## config.mk

```make
export PLATFORM = sky130hd
export DESIGN_NAME = cdb_arbiter
export DESIGN_NICKNAME = d
export VERILOG_FILES = /design/src/rtl/cdb_pkg.sv /design/src/rtl/cdb_hold_slot.sv /design/src/rtl/cdb_arbiter.sv
export SDC_FILE = /design/constraint.sdc
export NUM_CORES = 1
export LEC_CHECK = 0
export CAP_MARGIN = 20
export CORE_UTILIZATION = 40
export DETAILED_ROUTE_END_ITERATION = 6
export PLACE_DENSITY_LB_ADDON = 0.3
export SYNTH_ARGS = -nofsm -noshare
export SYNTH_HDL_FRONTEND = slang
export SYNTH_HIERARCHICAL = 1
export SYNTH_SLANG_ARGS = --single-unit
```

## constraint.sdc

```tcl
create_clock -name Clk -period 4.75 [get_ports Clk]
set_clock_uncertainty 0.15 [all_clocks]
set_input_delay 0.95 -clock Clk [delete_from_list [all_inputs] [get_ports Clk]]
set_output_delay 0.95 -clock Clk [all_outputs]
set_load 0.1 [all_outputs]
```

## src/rtl/cdb_pkg.sv

```systemverilog
// cdb_pkg: source IDs, width defaults and result record shared by the CDB arbiter files.
package cdb_pkg;
  localparam int DATA_W_DEF = 32;
  localparam int TAG_W_DEF = 5;
  localparam int PHY_W_DEF = 6;
  localparam logic [1:0] SRC_INT = 2'd0;
  localparam logic [1:0] SRC_LSB = 2'd1;
  localparam logic [1:0] SRC_MUL = 2'd2;
  localparam logic [1:0] SRC_DIV = 2'd3;
  typedef struct packed {
    logic [DATA_W_DEF-1:0] data;
    logic [TAG_W_DEF-1:0]  rob_tag;
    logic [PHY_W_DEF-1:0]  phy_addr;
  } cdb_res_t;
endpackage

```

## src/rtl/cdb_hold_slot.sv

```systemverilog
// cdb_hold_slot: one-entry hold buffer, candidate select, flush kill and Ready for one CDB source.
module cdb_hold_slot #(
  parameter int DATA_W = 32,
  parameter int TAG_W = 5,
  parameter int PHY_W = 6
) (
  input  logic              clk,
  input  logic              rst,
  input  logic              valid_i,
  input  logic [DATA_W-1:0] data_i,
  input  logic [TAG_W-1:0]  tag_i,
  input  logic [PHY_W-1:0]  phy_i,
  input  logic [TAG_W-1:0]  top_ptr_i,
  input  logic              flush_i,
  input  logic [TAG_W-1:0]  flush_depth_i,
  input  logic              grant_i,
  output logic              cand_v_o,
  output logic [DATA_W-1:0] cand_data_o,
  output logic [TAG_W-1:0]  cand_tag_o,
  output logic [PHY_W-1:0]  cand_phy_o,
  output logic              ready_o
);
  logic              hold_v_q, hold_v_d;
  logic [DATA_W-1:0] data_q;
  logic [TAG_W-1:0]  tag_q;
  logic [PHY_W-1:0]  phy_q;
  logic [TAG_W-1:0]  depth;
  logic              live_v, kill;
  always_comb begin
    live_v      = valid_i & ~hold_v_q;
    cand_data_o = hold_v_q ? data_q : data_i;
    cand_tag_o  = hold_v_q ? tag_q : tag_i;
    cand_phy_o  = hold_v_q ? phy_q : phy_i;
    depth       = cand_tag_o - top_ptr_i;
    kill        = flush_i & (depth > flush_depth_i);
    cand_v_o    = (hold_v_q | live_v) & ~kill;
    hold_v_d    = cand_v_o & ~grant_i;
  end
  // payload only loads while empty, so a held entry is never overwritten
  always_ff @(posedge clk) begin
    hold_v_q <= rst ? 1'b0 : hold_v_d;
    if (!hold_v_q) begin
      data_q <= data_i;
      tag_q  <= tag_i;
      phy_q  <= phy_i;
    end
  end
  assign ready_o = ~hold_v_q | rst;
endmodule

```

## src/rtl/cdb_arbiter.sv

```systemverilog
// cdb_arbiter: shares the CDB among Int/Lsb/Mul/Div with per-source hold buffers and flush kill.
// Optional CDB_ARB_STATS_EN adds per-source saturating conflict counters on Stat_Conflict.
module cdb_arbiter
  import cdb_pkg::*;
#(
  parameter int DATA_W = DATA_W_DEF,
  parameter int TAG_W = TAG_W_DEF,
  parameter int PHY_W = PHY_W_DEF
) (
  input  logic              Clk,
  input  logic              Reset,
  input  logic              Int_Valid,
  input  logic [DATA_W-1:0] Int_Data,
  input  logic [TAG_W-1:0]  Int_RobTag,
  input  logic [PHY_W-1:0]  Int_PhyAddr,
  output logic              Int_Ready,
  input  logic              Lsb_Valid,
  input  logic [DATA_W-1:0] Lsb_Data,
  input  logic [TAG_W-1:0]  Lsb_RobTag,
  input  logic [PHY_W-1:0]  Lsb_PhyAddr,
  output logic              Lsb_Ready,
  input  logic              Mul_Valid,
  input  logic [DATA_W-1:0] Mul_Data,
  input  logic [TAG_W-1:0]  Mul_RobTag,
  input  logic [PHY_W-1:0]  Mul_PhyAddr,
  output logic              Mul_Ready,
  input  logic              Div_Valid,
  input  logic [DATA_W-1:0] Div_Data,
  input  logic [TAG_W-1:0]  Div_RobTag,
  input  logic [PHY_W-1:0]  Div_PhyAddr,
  output logic              Div_Ready,
  input  logic [TAG_W-1:0]  Rob_TopPtr,
  input  logic              Flush,
  input  logic [TAG_W-1:0]  Flush_RobDepth,
`ifdef CDB_ARB_STATS_EN
  output logic [63:0]       Stat_Conflict,
`endif
  output logic              Cdb_Valid,
  output logic [DATA_W-1:0] Cdb_Data,
  output logic [TAG_W-1:0]  Cdb_RobTag,
  output logic [PHY_W-1:0]  Cdb_PhyAddr,
  output logic [1:0]        Cdb_Src
);
  logic [3:0]        vld, cand_v, gnt, rdy;
  logic [DATA_W-1:0] din [4];
  logic [TAG_W-1:0]  tin [4];
  logic [PHY_W-1:0]  pin [4];
  logic [DATA_W-1:0] cdat [4];
  logic [TAG_W-1:0]  ctag [4];
  logic [PHY_W-1:0]  cphy [4];
  logic [1:0]        win;
  logic              any, both, rr_q, rr_d;
  logic              cdb_v_q;
  logic [DATA_W-1:0] cdb_data_q;
  logic [TAG_W-1:0]  cdb_tag_q;
  logic [PHY_W-1:0]  cdb_phy_q;
  logic [1:0]        cdb_src_q;
  assign vld = {Div_Valid, Mul_Valid, Lsb_Valid, Int_Valid};
  assign din = '{Int_Data, Lsb_Data, Mul_Data, Div_Data};
  assign tin = '{Int_RobTag, Lsb_RobTag, Mul_RobTag, Div_RobTag};
  assign pin = '{Int_PhyAddr, Lsb_PhyAddr, Mul_PhyAddr, Div_PhyAddr};
  assign {Div_Ready, Mul_Ready, Lsb_Ready, Int_Ready} = rdy;
  for (genvar g = 0; g < 4; g++) begin : g_slot
    cdb_hold_slot #(.DATA_W(DATA_W), .TAG_W(TAG_W), .PHY_W(PHY_W)) u_slot (
      .clk(Clk), .rst(Reset), .valid_i(vld[g]), .data_i(din[g]), .tag_i(tin[g]), .phy_i(pin[g]),
      .top_ptr_i(Rob_TopPtr), .flush_i(Flush), .flush_depth_i(Flush_RobDepth), .grant_i(gnt[g]),
      .cand_v_o(cand_v[g]), .cand_data_o(cdat[g]), .cand_tag_o(ctag[g]), .cand_phy_o(cphy[g]),
      .ready_o(rdy[g])
    );
  end
  // long-latency units drain first; Int/Lsb share a round-robin bit that moves only when they fight
  always_comb begin
    both = cand_v[SRC_INT] & cand_v[SRC_LSB];
    any  = |cand_v;
    win  = cand_v[SRC_DIV] ? SRC_DIV : cand_v[SRC_MUL] ? SRC_MUL :
           both ? (rr_q ? SRC_LSB : SRC_INT) : cand_v[SRC_INT] ? SRC_INT : SRC_LSB;
    gnt  = {3'b000, any} << win;
    rr_d = (both & ~cand_v[SRC_DIV] & ~cand_v[SRC_MUL]) ? ~rr_q : rr_q;
  end
  always_ff @(posedge Clk) begin
    if (Reset) begin
      cdb_v_q    <= 1'b0;
      cdb_data_q <= '0;
      cdb_tag_q  <= '0;
      cdb_phy_q  <= '0;
      cdb_src_q  <= SRC_INT;
      rr_q       <= 1'b0;
    end else begin
      cdb_v_q <= any;
      rr_q    <= rr_d;
      if (any) begin
        cdb_data_q <= cdat[win];
        cdb_tag_q  <= ctag[win];
        cdb_phy_q  <= cphy[win];
        cdb_src_q  <= win;
      end
    end
  end
  assign Cdb_Valid   = cdb_v_q;
  assign Cdb_Data    = cdb_data_q;
  assign Cdb_RobTag  = cdb_tag_q;
  assign Cdb_PhyAddr = cdb_phy_q;
  assign Cdb_Src     = cdb_src_q;
`ifdef CDB_ARB_STATS_EN
  logic [15:0] stat_q [4];
  always_ff @(posedge Clk) begin
    for (int i = 0; i < 4; i++)
      if (Reset) stat_q[i] <= '0;
      else if (cand_v[i] & ~gnt[i] & ~&stat_q[i]) stat_q[i] <= stat_q[i] + 16'd1;
  end
  assign Stat_Conflict = {stat_q[3], stat_q[2], stat_q[1], stat_q[0]};
`endif
endmodule

```

* Yosys cells after proc, flatten, opt, wreduce, memory -nomap -nowiden
Cells that the tools add are included.
** Storage, ports and cells
- Input bits :: 189
- Register bits after elaboration :: 223
- Word-level logic and storage cells :: 102
** Operators by class
- Add/subtract/negate cells :: 4
- Shifts and indexed selects :: 1
- Muxes and demuxes :: 26
- Bitwise operators :: 43
- Magnitude comparators :: 5
- Reductions and logical operators :: 1
** Operator list (count)
- 32-bit two-way mux :: 6
- 32-bit binary-select mux with 2-bit select :: 1
- 6-bit two-way mux :: 6
- 5-bit two-way mux :: 6
- 5-bit greater-than comparator :: 4
- 5-bit subtractor :: 4
- 1-bit AND :: 19
- 1-bit NOT :: 15
- 6-bit binary-select mux with 2-bit select :: 1
- 5-bit binary-select mux with 2-bit select :: 1
- 1-bit bitwise OR :: 8
- 2-bit two-way mux :: 2
- 4-bit OR reduction :: 1
- 1-bit by 2-bit left shift with 4-bit output :: 1
- 3-bit greater-or-equal comparator, second input constant :: 1
- 1-bit two-way mux :: 3
- 2-bit NOT with 3-bit output :: 1

* Logic depth before layout (Yosys ltp)
- Depth after elaboration :: 14
- Mapped depth :: 20
- Mapped depth without buffers :: 16

* Cells and area by module
Netlist, hierarchy kept.
** By module, submodules not included
- cdb_hold_slot :: instances 4, cells each 130, seq. area each 880.8 um^2, area an instance 1694.1 um^2
- cdb_arbiter :: instances 1, cells each 416, seq. area each 940.9 um^2, area an instance 3243.1 um^2

* Worst setup path before layout
OpenSTA, ideal clock, no wires.
- Path type :: input -> register
- Start :: input Mul_RobTag[0]
- End :: register cdb_data_q[17] (netlist: Cdb_Data[17])
- Data arrival time :: 4.113 ns
- Slack :: 0.399 ns
- Required time :: 4.511 ns
- Stages on the path :: 18
- Path through :: mux2i_1 > ha_1 > inv_1 > fa_1 > a21o_1 > a21oi_1 > xor3_1 > ha_1 > nand4_1 > o22a_1 > a21oi_1 > nor2_1 > or3_1 > buf_2 > buf_6 > a21oi_2 > a21oi_1 > a311oi_2
** On the way
- Longest elaborated chain between the ends :: 12
- Elaborated cells on any way between the ends :: 13
- Classes of those cells :: add/sub: 1; order compare: 1; mux: 6; bitwise: 4; reduce/logical: 1
** RTL lines
- from (decl) :: RTL line cdb_arbiter.sv:24 : input logic [TAG_W-1:0] Mul_RobTag,
- 5-bit two-way mux (*) :: RTL line cdb_hold_slot.sv:32 : cand_tag_o = hold_v_q ? tag_q : tag_i;
- 5-bit subtractor (*) :: RTL line cdb_hold_slot.sv:34 : depth = cand_tag_o - top_ptr_i;
- 5-bit greater-than comparator (*) :: RTL line cdb_hold_slot.sv:35 : kill = flush_i & (depth > flush_depth_i);
- 1-bit AND (*) :: RTL line cdb_hold_slot.sv:35
- 1-bit NOT (*) :: RTL line cdb_hold_slot.sv:36 : cand_v_o = (hold_v_q | live_v) & ~kill;
- 1-bit AND (*) :: RTL line cdb_hold_slot.sv:36
- via cand_v[2] :: RTL line cdb_arbiter.sv:44 : logic [3:0] vld, cand_v, gnt, rdy;
- 2-bit two-way mux (2 in series) :: RTL line cdb_arbiter.sv:75 : win = cand_v[SRC_DIV] ? SRC_DIV : cand_v[SRC_MUL] ? SRC_MUL :
- 2-bit NOT with 3-bit output (not written as such) :: RTL line cdb_arbiter.sv:92 : cdb_data_q <= cdat[win];
- 32-bit binary-select mux with 2-bit select :: RTL line cdb_arbiter.sv:92
- 32-bit two-way mux (not written as such) (2 in series) :: RTL line cdb_arbiter.sv:92
- to (signal assigned) :: RTL line cdb_arbiter.sv:92
- to (decl) :: RTL line cdb_arbiter.sv:54 : logic [DATA_W-1:0] cdb_data_q;
The timed path passes the listed nets; every way through them passes the cells marked *. The select of a mux whose other input is x is not followed.
A chain may end at the register's enable or synchronous reset.

* Final worst setup path
- Start :: input Lsb_RobTag[0]
- End :: register cdb_phy_q[5] (netlist: Cdb_PhyAddr[5])
** On the way
- Longest elaborated chain between the ends :: 14
- Elaborated cells on any way between the ends :: 15
- Classes of those cells :: add/sub: 1; order compare: 1; mux: 7; bitwise: 5; reduce/logical: 1
** RTL lines
- from (decl) :: RTL line cdb_arbiter.sv:19 : input logic [TAG_W-1:0] Lsb_RobTag,
- 5-bit two-way mux (*) :: RTL line cdb_hold_slot.sv:32
- 5-bit subtractor (*) :: RTL line cdb_hold_slot.sv:34
- 5-bit greater-than comparator (*) :: RTL line cdb_hold_slot.sv:35
- 1-bit AND (*) :: RTL line cdb_hold_slot.sv:35
- 1-bit NOT (*) :: RTL line cdb_hold_slot.sv:36
- 1-bit AND (*) :: RTL line cdb_hold_slot.sv:36
- via cand_v[1] :: RTL line cdb_arbiter.sv:44
- 1-bit AND :: RTL line cdb_arbiter.sv:73 : both = cand_v[SRC_INT] & cand_v[SRC_LSB];
- 1-bit two-way mux :: RTL line cdb_arbiter.sv:76 : both ? (rr_q ? SRC_LSB : SRC_INT) : cand_v[SRC_INT] ? SRC_INT : SRC_LSB;
- 2-bit two-way mux (2 in series) :: RTL line cdb_arbiter.sv:75
- 2-bit NOT with 3-bit output (not written as such) :: RTL line cdb_arbiter.sv:94 : cdb_phy_q <= cphy[win];
- 6-bit binary-select mux with 2-bit select :: RTL line cdb_arbiter.sv:94
- 6-bit two-way mux (not written as such) (2 in series) :: RTL line cdb_arbiter.sv:94
- to (signal assigned) :: RTL line cdb_arbiter.sv:94
- to (decl) :: RTL line cdb_arbiter.sv:56 : logic [PHY_W-1:0] cdb_phy_q;
Marked as above.

==> flow_metrics.py <==
metrics = {
    "outcome": {
        "status": "finished, final reports clean",
    },
    "timing": {
        "drv_slew": 0,
        "tightestPinTransition_ns": 1.07,
        "period_share_pct": 96.9,
        "clock.fmax_ghz": 0.217,
        "setup_viol": 0,
        "hold_violations": 0,
        "slew-limit-headroom_pct": 28.3,
        "finalCriticalPeriod_ns": 4.60,
    },
    "power": {
        "powerDensity_nw_per_um2": 577,
        "leakage_nw": 5.52,
        "vdd_ir_drop_max_v": 0.000304,
    },
    "floorplan": {
        "core_area_um2": 24500,
        "rows": 57,
        "io_pins": 239,
        "dieHeight_um": 160,
        "dieWidth_um": 160,
        "fp.dieArea_um2": 25700,
        "start_util_pct": 41.0,
    },
    "setup_path": {
        "worstPathRequired_ns": 5.00,
        "start_kind": "input pin",
        "crit_fanout": 7,
        "worst_ep_arrival_time_ns": 4.85,
        "criticalPathCategory": "input pin to flop",
        "end_kind": "flop",
        "worst_path_most_repeated_cell": "a21oi_2",
        "crit_path_max_incr_delay_ns": 0.50,
        "worstPathCellList": "clkdlybuf4s50_1, mux2i_1, ha_1, inv_1, fa_1, a21o_1, a21oi_2, xor3_1, ha_4, nand4_1, o22a_1, a21oi_2, nor2_1, or3_4, buf_12, a21oi_4, a21oi_2, a311oi_1",
        "slowest_stage": "or3_4",
    },
    "synth": {
        "synth_edf_count": 0,
        "synthArstFlopShare_pct": 0,
        "netlist_area_um2": 10000,
        "ys_seq_area_share_pct": 44.6,
        "synth_largest_area_cell": "dfxtp_1",
        "yosysMostFrequentCell": "dfxtp_1",
        "synth_nets": 1165,
        "synth_top_cell_area_share_pct": 44.6,
        "synthTopCellsByArea": "dfxtp_1, mux2_2, a311oi_2, ha_1, nand3_1",
        "synth-seq-cells": 223,
        "yosys_warnings": 6,
        "synth_flop_cell": "dfxtp_1",
        "synth_cell_types": 35,
        "synth_area_per_cell_um2": 10.7,
        "yosys-top-cells-count": "dfxtp_1, mux2_2, nand3_1, a21oi_1, nor2_1",
        "synthCells": 936,
    },
    "hold_path": {
        "min-delay-path-class": "flop to flop",
    },
    "placed_design": {
        "gp_congestion": 0.845,
        "post_dp_cell_area_um2": 13000,
        "io_buffers": 238,
        "dpl.hpwl_mm": 19.2,
        "dp.cells": 1479,
    },
    "detailed_routing": {
        "via_per_inst": 5.15,
        "drcViolationCount": 0,
        "wl_mm": 29.3,
        "drtIter0Drc": 394,
        "firstDrtPassIters": 5,
        "wl_per_cell_um": 19.1,
        "route.vias.total": 7885,
        "antenna_left": 0,
    },
    "cts": {
        "cts_num_sinks": 223,
        "cts_root_buf": "clkbuf_16",
        "clockBufferDepth": 3,
        "clk_pin_slew_ns": 0.06,
        "cts_tree": "built",
        "cts-htree-levels": 1,
        "cts_hold_buf": 0,
        "clk_latency_ns": 0.51,
        "cts_buffers": 23,
    },
    "global_route": {
        "grt_usage_pct": 21.5,
        "grt_max_degree": 64,
        "grt_pass1_wl_mm": 43.6,
        "grt-ovfl-total": 0,
        "antenna_found_initial": 0,
        "grt_pass1_vias": 7903,
    },
    "layout": {
        "syn2layout_area_growth_pct": 40.1,
        "drive_gt1_share_pct": 31.5,
        "fill_cells": 2142,
        "instances_no_fill": 1532,
        "diodes": 0,
        "final_area_um2": 14000,
        "fin_nets": 1421,
    },
    "flow_run": {
        "maxCapViolCount": 0,
    },
}
cell usage in the layout, fill, tap and decap left out, drive strengths merged, types with 5 or more instances in the layout:
cell type / n
a21o: 8
a21oi: 110
a311oi: 43
buf: 59
clkbuf: 40
clkdlybuf4s50: 230
dfxtp: 223
ha: 36
inv: 42
mux2: 168
nand2: 52
nand3: 86
nor2: 54
o21ai: 5
xnor2: 5
flip-flops by register name, summed over array words and instances, names as in the netlist:
signal	cells
g_slot.u_slot/data_q	128
Cdb_Data	32
g_slot.u_slot/phy_q	24
g_slot.u_slot/tag_q	20
Cdb_PhyAddr	6
Cdb_RobTag	5
g_slot.u_slot/hold_v_q	4
Cdb_Src	2
Cdb_Valid	1
rr_q	1
worst max-delay path, delay by kind of cell:
kind | cells | cell delay (ns)
compound gates | 7 | 1.22
fa+ha+maj | 3 | 0.88
mux | 1 | 0.17
simple gates | 3 | 0.68
xor+xnor | 1 | 0.29
buf+inv | 3 | 0.65
path summary, 6_finish.rpt:
path	from	endpoint	slack [ns]	depth (start not counted)
worst max-delay path	Lsb_RobTag[0]	Cdb_PhyAddr[5]	0.15	18
worst min-delay path	Cdb_Src[1]	Cdb_Src[1]	0.31	2
worst max register to register	g_slot[0].u_slot/hold_v_q	Cdb_PhyAddr[5]	0.28	17
worst min register to register	Cdb_Src[1]	Cdb_Src[1]	0.31	2
layout make-up:
type / count / area, um2 / share of cell area (%)
clock buffer: 34 / 667 / 4.75
clock inverter: 7 / 66.3 / 0.472
inverter: 41 / 154 / 1.10
multi-input combinational: 605 / 5190 / 37.0
sequential: 223 / 4470 / 31.8
tap: 324 / 405 / 2.89
timing repair buffer: 298 / 3090 / 22.0
power by group:
group / switching (W) / internal, W / leakage, nW
logic: 0.00240 / 0.00147 / 3.28
clock network: 0.000747 / 0.00103 / 0.361
registers: 0.000166 / 0.00230 / 1.88
routing by layer:
| layer | vias up | global-route usage [%] | wire length (um) |
|---|---|---|---|
| li1 | 3844 | - | - |
| met4 | 0 | 5.15 | 563 |
| met1 | 3783 | 28.6 | 13500 |
| met5 | - | 0 | 0 |
| met3 | 42 | 3.17 | 1450 |
| met2 | 216 | 36.6 | 13800 |
metrics by stage:
step	hold slack, ns	setup TNS [ns]	total power [W]	util, %	worst slack (ns)
global route	0.330	-0.242	0.00847	57.4	-0.0384
global placement	0.293	-17.28	0.00609	53.0	-0.421
finish	0.309	0	0.00810	57.4	0.147
CTS	0.313	0	0.00793	56.0	0.0281
floorplan	0.299	0	0.00507	-	0.399
detailed placement	0.304	-22.09	0.00616	53.0	-0.553
cells by family (layout without fill, tap and decap cells):
group	Yosys count	in the layout	share of synthesized area, %
AO/OA/AOI/OAI	171	171	14.6
XOR/XNOR	13	13	1.74
adder cells (fa/ha/maj)	40	40	5.29
buffers and inverters	108	380	5.02
flip-flops	223	223	44.6
multiplexers	172	172	19.4
AND/OR/NAND/NOR	209	209	9.38
what timing repair did:
action	CTS	global route
gates resized for setup	1	29
setup endpoints to repair	4	45
buffers inserted	0	6
pin swaps	0	22
cloned	0	6
Note: power is estimated with default switching activity, not from simulation.
==> patch, RTL diff (same settings) <==
Set the package constant `PHY_W_DEF` to 5 (it was 6).
--- a/src/rtl/cdb_pkg.sv
+++ b/src/rtl/cdb_pkg.sv
@@ -4,3 +4,3 @@
   localparam int TAG_W_DEF = 5;
-  localparam int PHY_W_DEF = 6;
+  localparam int PHY_W_DEF = 5;
   localparam logic [1:0] SRC_INT = 2'd0;
Ports: changed (5 resized); port bits go from 239 to 234. The function was not compared with the original's and may differ.
==> patch against the original RTL <==
Clock power grew 14%; sequential cell count fell by 5; combinational power decreased by 4%; area after synthesis shrank 1.8%; final area decreased by 1.4%; total power grew 0.48%; wire length shrank 2.6%; non-clock buffer count is the same; worst setup slack lost 50 ps; count of clock-buffer cells in the layout is 2 higher; largest cell class unchanged; largest power group unchanged.
==> patch: results (changes against the original RTL) <==
[status]
outcome=complete, no violations

[worst_setup_path]
worst_r2r_path_depth=19  ; +2
slowest_stage=clkdlybuf4s50_1
path_delay_family=buffers and inverters
reg2reg_setup_slack_ps=330  ; +50 ps
reg2reg_from=g_slot[2].u_slot/hold_v_q
max_stage_delay_ps=410  ; -90 ps
critPathMaxFanout=15  ; +8
arrival_ps=4920  ; +70 ps
r2r_end=Cdb_Data[13]

[final_layout]
multi_input_area_share=0.3634  ; -0.006172
num-clock-buffers=36  ; +5.9%
regArea_um2=4369  ; -2.2%
nMultiInputCombCells=594  ; -1.8%
num-fill-cells=2097  ; -2.1%
n_antenna_cell=1  ; +1
seq_area_frac=0.3158  ; -0.002657
final_cell_count_no_fill=1520  ; -0.78%
nonClkBufAreaFrac=0.2169  ; -0.002898

[logic_synthesis]
synth_xor_area_frac=0.01768  ; +0.0003178
synthMuxAreaShare=0.1933  ; -0.001020
synth-seq-cells=218  ; -2.2%
synth-seq-area-share=0.4435  ; -0.002014
syn_nets=1145  ; -1.7%
yosys_warnings=6  ; unchanged
synth_top_cells_by_area=dfxtp_1 44%, mux2_2 18%, a311oi_2 6.1%
synth_compound_area_frac=0.1466  ; +0.0007634
synthCells=920  ; -1.7%
netlist_top_cells_count=218 x dfxtp_1, 160 x mux2_2, 84 x nand3_1
yosys.area_share.adder=0.05392  ; +0.0009695
yosysUniqueCellTypes=34  ; -2.9%

[grt]
grt_pass1_vias=7887  ; -0.20%
grt_pass1_wl_um=42600  ; -2.3%
grtUsageMet3=0.02847  ; -0.003214
grt_max_degree=51  ; -20%
met2_usage=0.3674  ; +0.001416
antenna_found_initial=1  ; +1

[detailed_routing]
drt-pass1-iter-count=7  ; +2
viasPerCell=5.127  ; -0.39%
wl_um=28540  ; -2.6%
drtIter0Drc=323  ; -18%
met3_length_um=1303  ; -10%
met2_length_um=13420  ; -2.6%
met1Wirelength_um=13200  ; -2.4%

[power_and_ir_drop]
power_frac_comb=0.458  ; -0.019
p_clk_frac=0.246  ; +0.027
power_leakage_nw=5.471  ; -0.86%
ir_drop_v=0.0002921  ; -4.0%
power.density_nw_per_um2=588.3  ; +1.9%
p_sw_frac=0.3982  ; -0.01058

[die]
dieArea_um2=25230  ; -1.8%

[placement]
placed_area_um2=12780  ; -1.5%
dp_slack_ps=-431.4  ; +121.6 ps
globalplace.congestion=0.8275  ; -2.1%
dp_hpwl_um=19130  ; -0.12%
io_buffers=233  ; -2.1%

[timing]
timing.slew.headroom=0.2951  ; +0.01213
whs_ps=304.4  ; -4.440 ps

[cts]
cts_buffers=25  ; +8.7%

[hold_path]
holdPathEnd=Cdb_Src[1]

patch: changes by cell type after synthesis, sizes merged, moves of 2 or more:
cell / before / now
mux2: 168 / 164
a21oi: 110 / 108
clkbuf: 28 / 30
dfxtp: 223 / 218
nand3: 86 / 84
buf: 39 / 37
patch: how the worst max path moves through the flow:
stage,from,end,slack [ps],cells after the start
after floorplan,Mul_RobTag[0],Cdb_Data[0],410,18
after global placement,Mul_RobTag[0],Cdb_Data[2],-370,19
after detailed placement,Mul_RobTag[0],Cdb_Data[4],-430,19
after CTS,Mul_RobTag[0],Cdb_Data[4],90,19
after global routing,Mul_RobTag[0],Cdb_PhyAddr[4],-50,21
final,Mul_RobTag[0],Cdb_Data[13],100,20
patch: cells by family (layout without fill, tap and decap cells):
logic type	Yosys count	count (layout)
fa+ha+maj	40	40
compound gates	168	168
simple gates	205	205
xor+xnor	13	13
buf+inv	108	383
mux	168	168
flops	218	218
other cells	0	1
patch: timing repair:
action	CTS	global route
resized for setup	0	12
buffers inserted	0	3
endpoints found under the setup margin	0	43
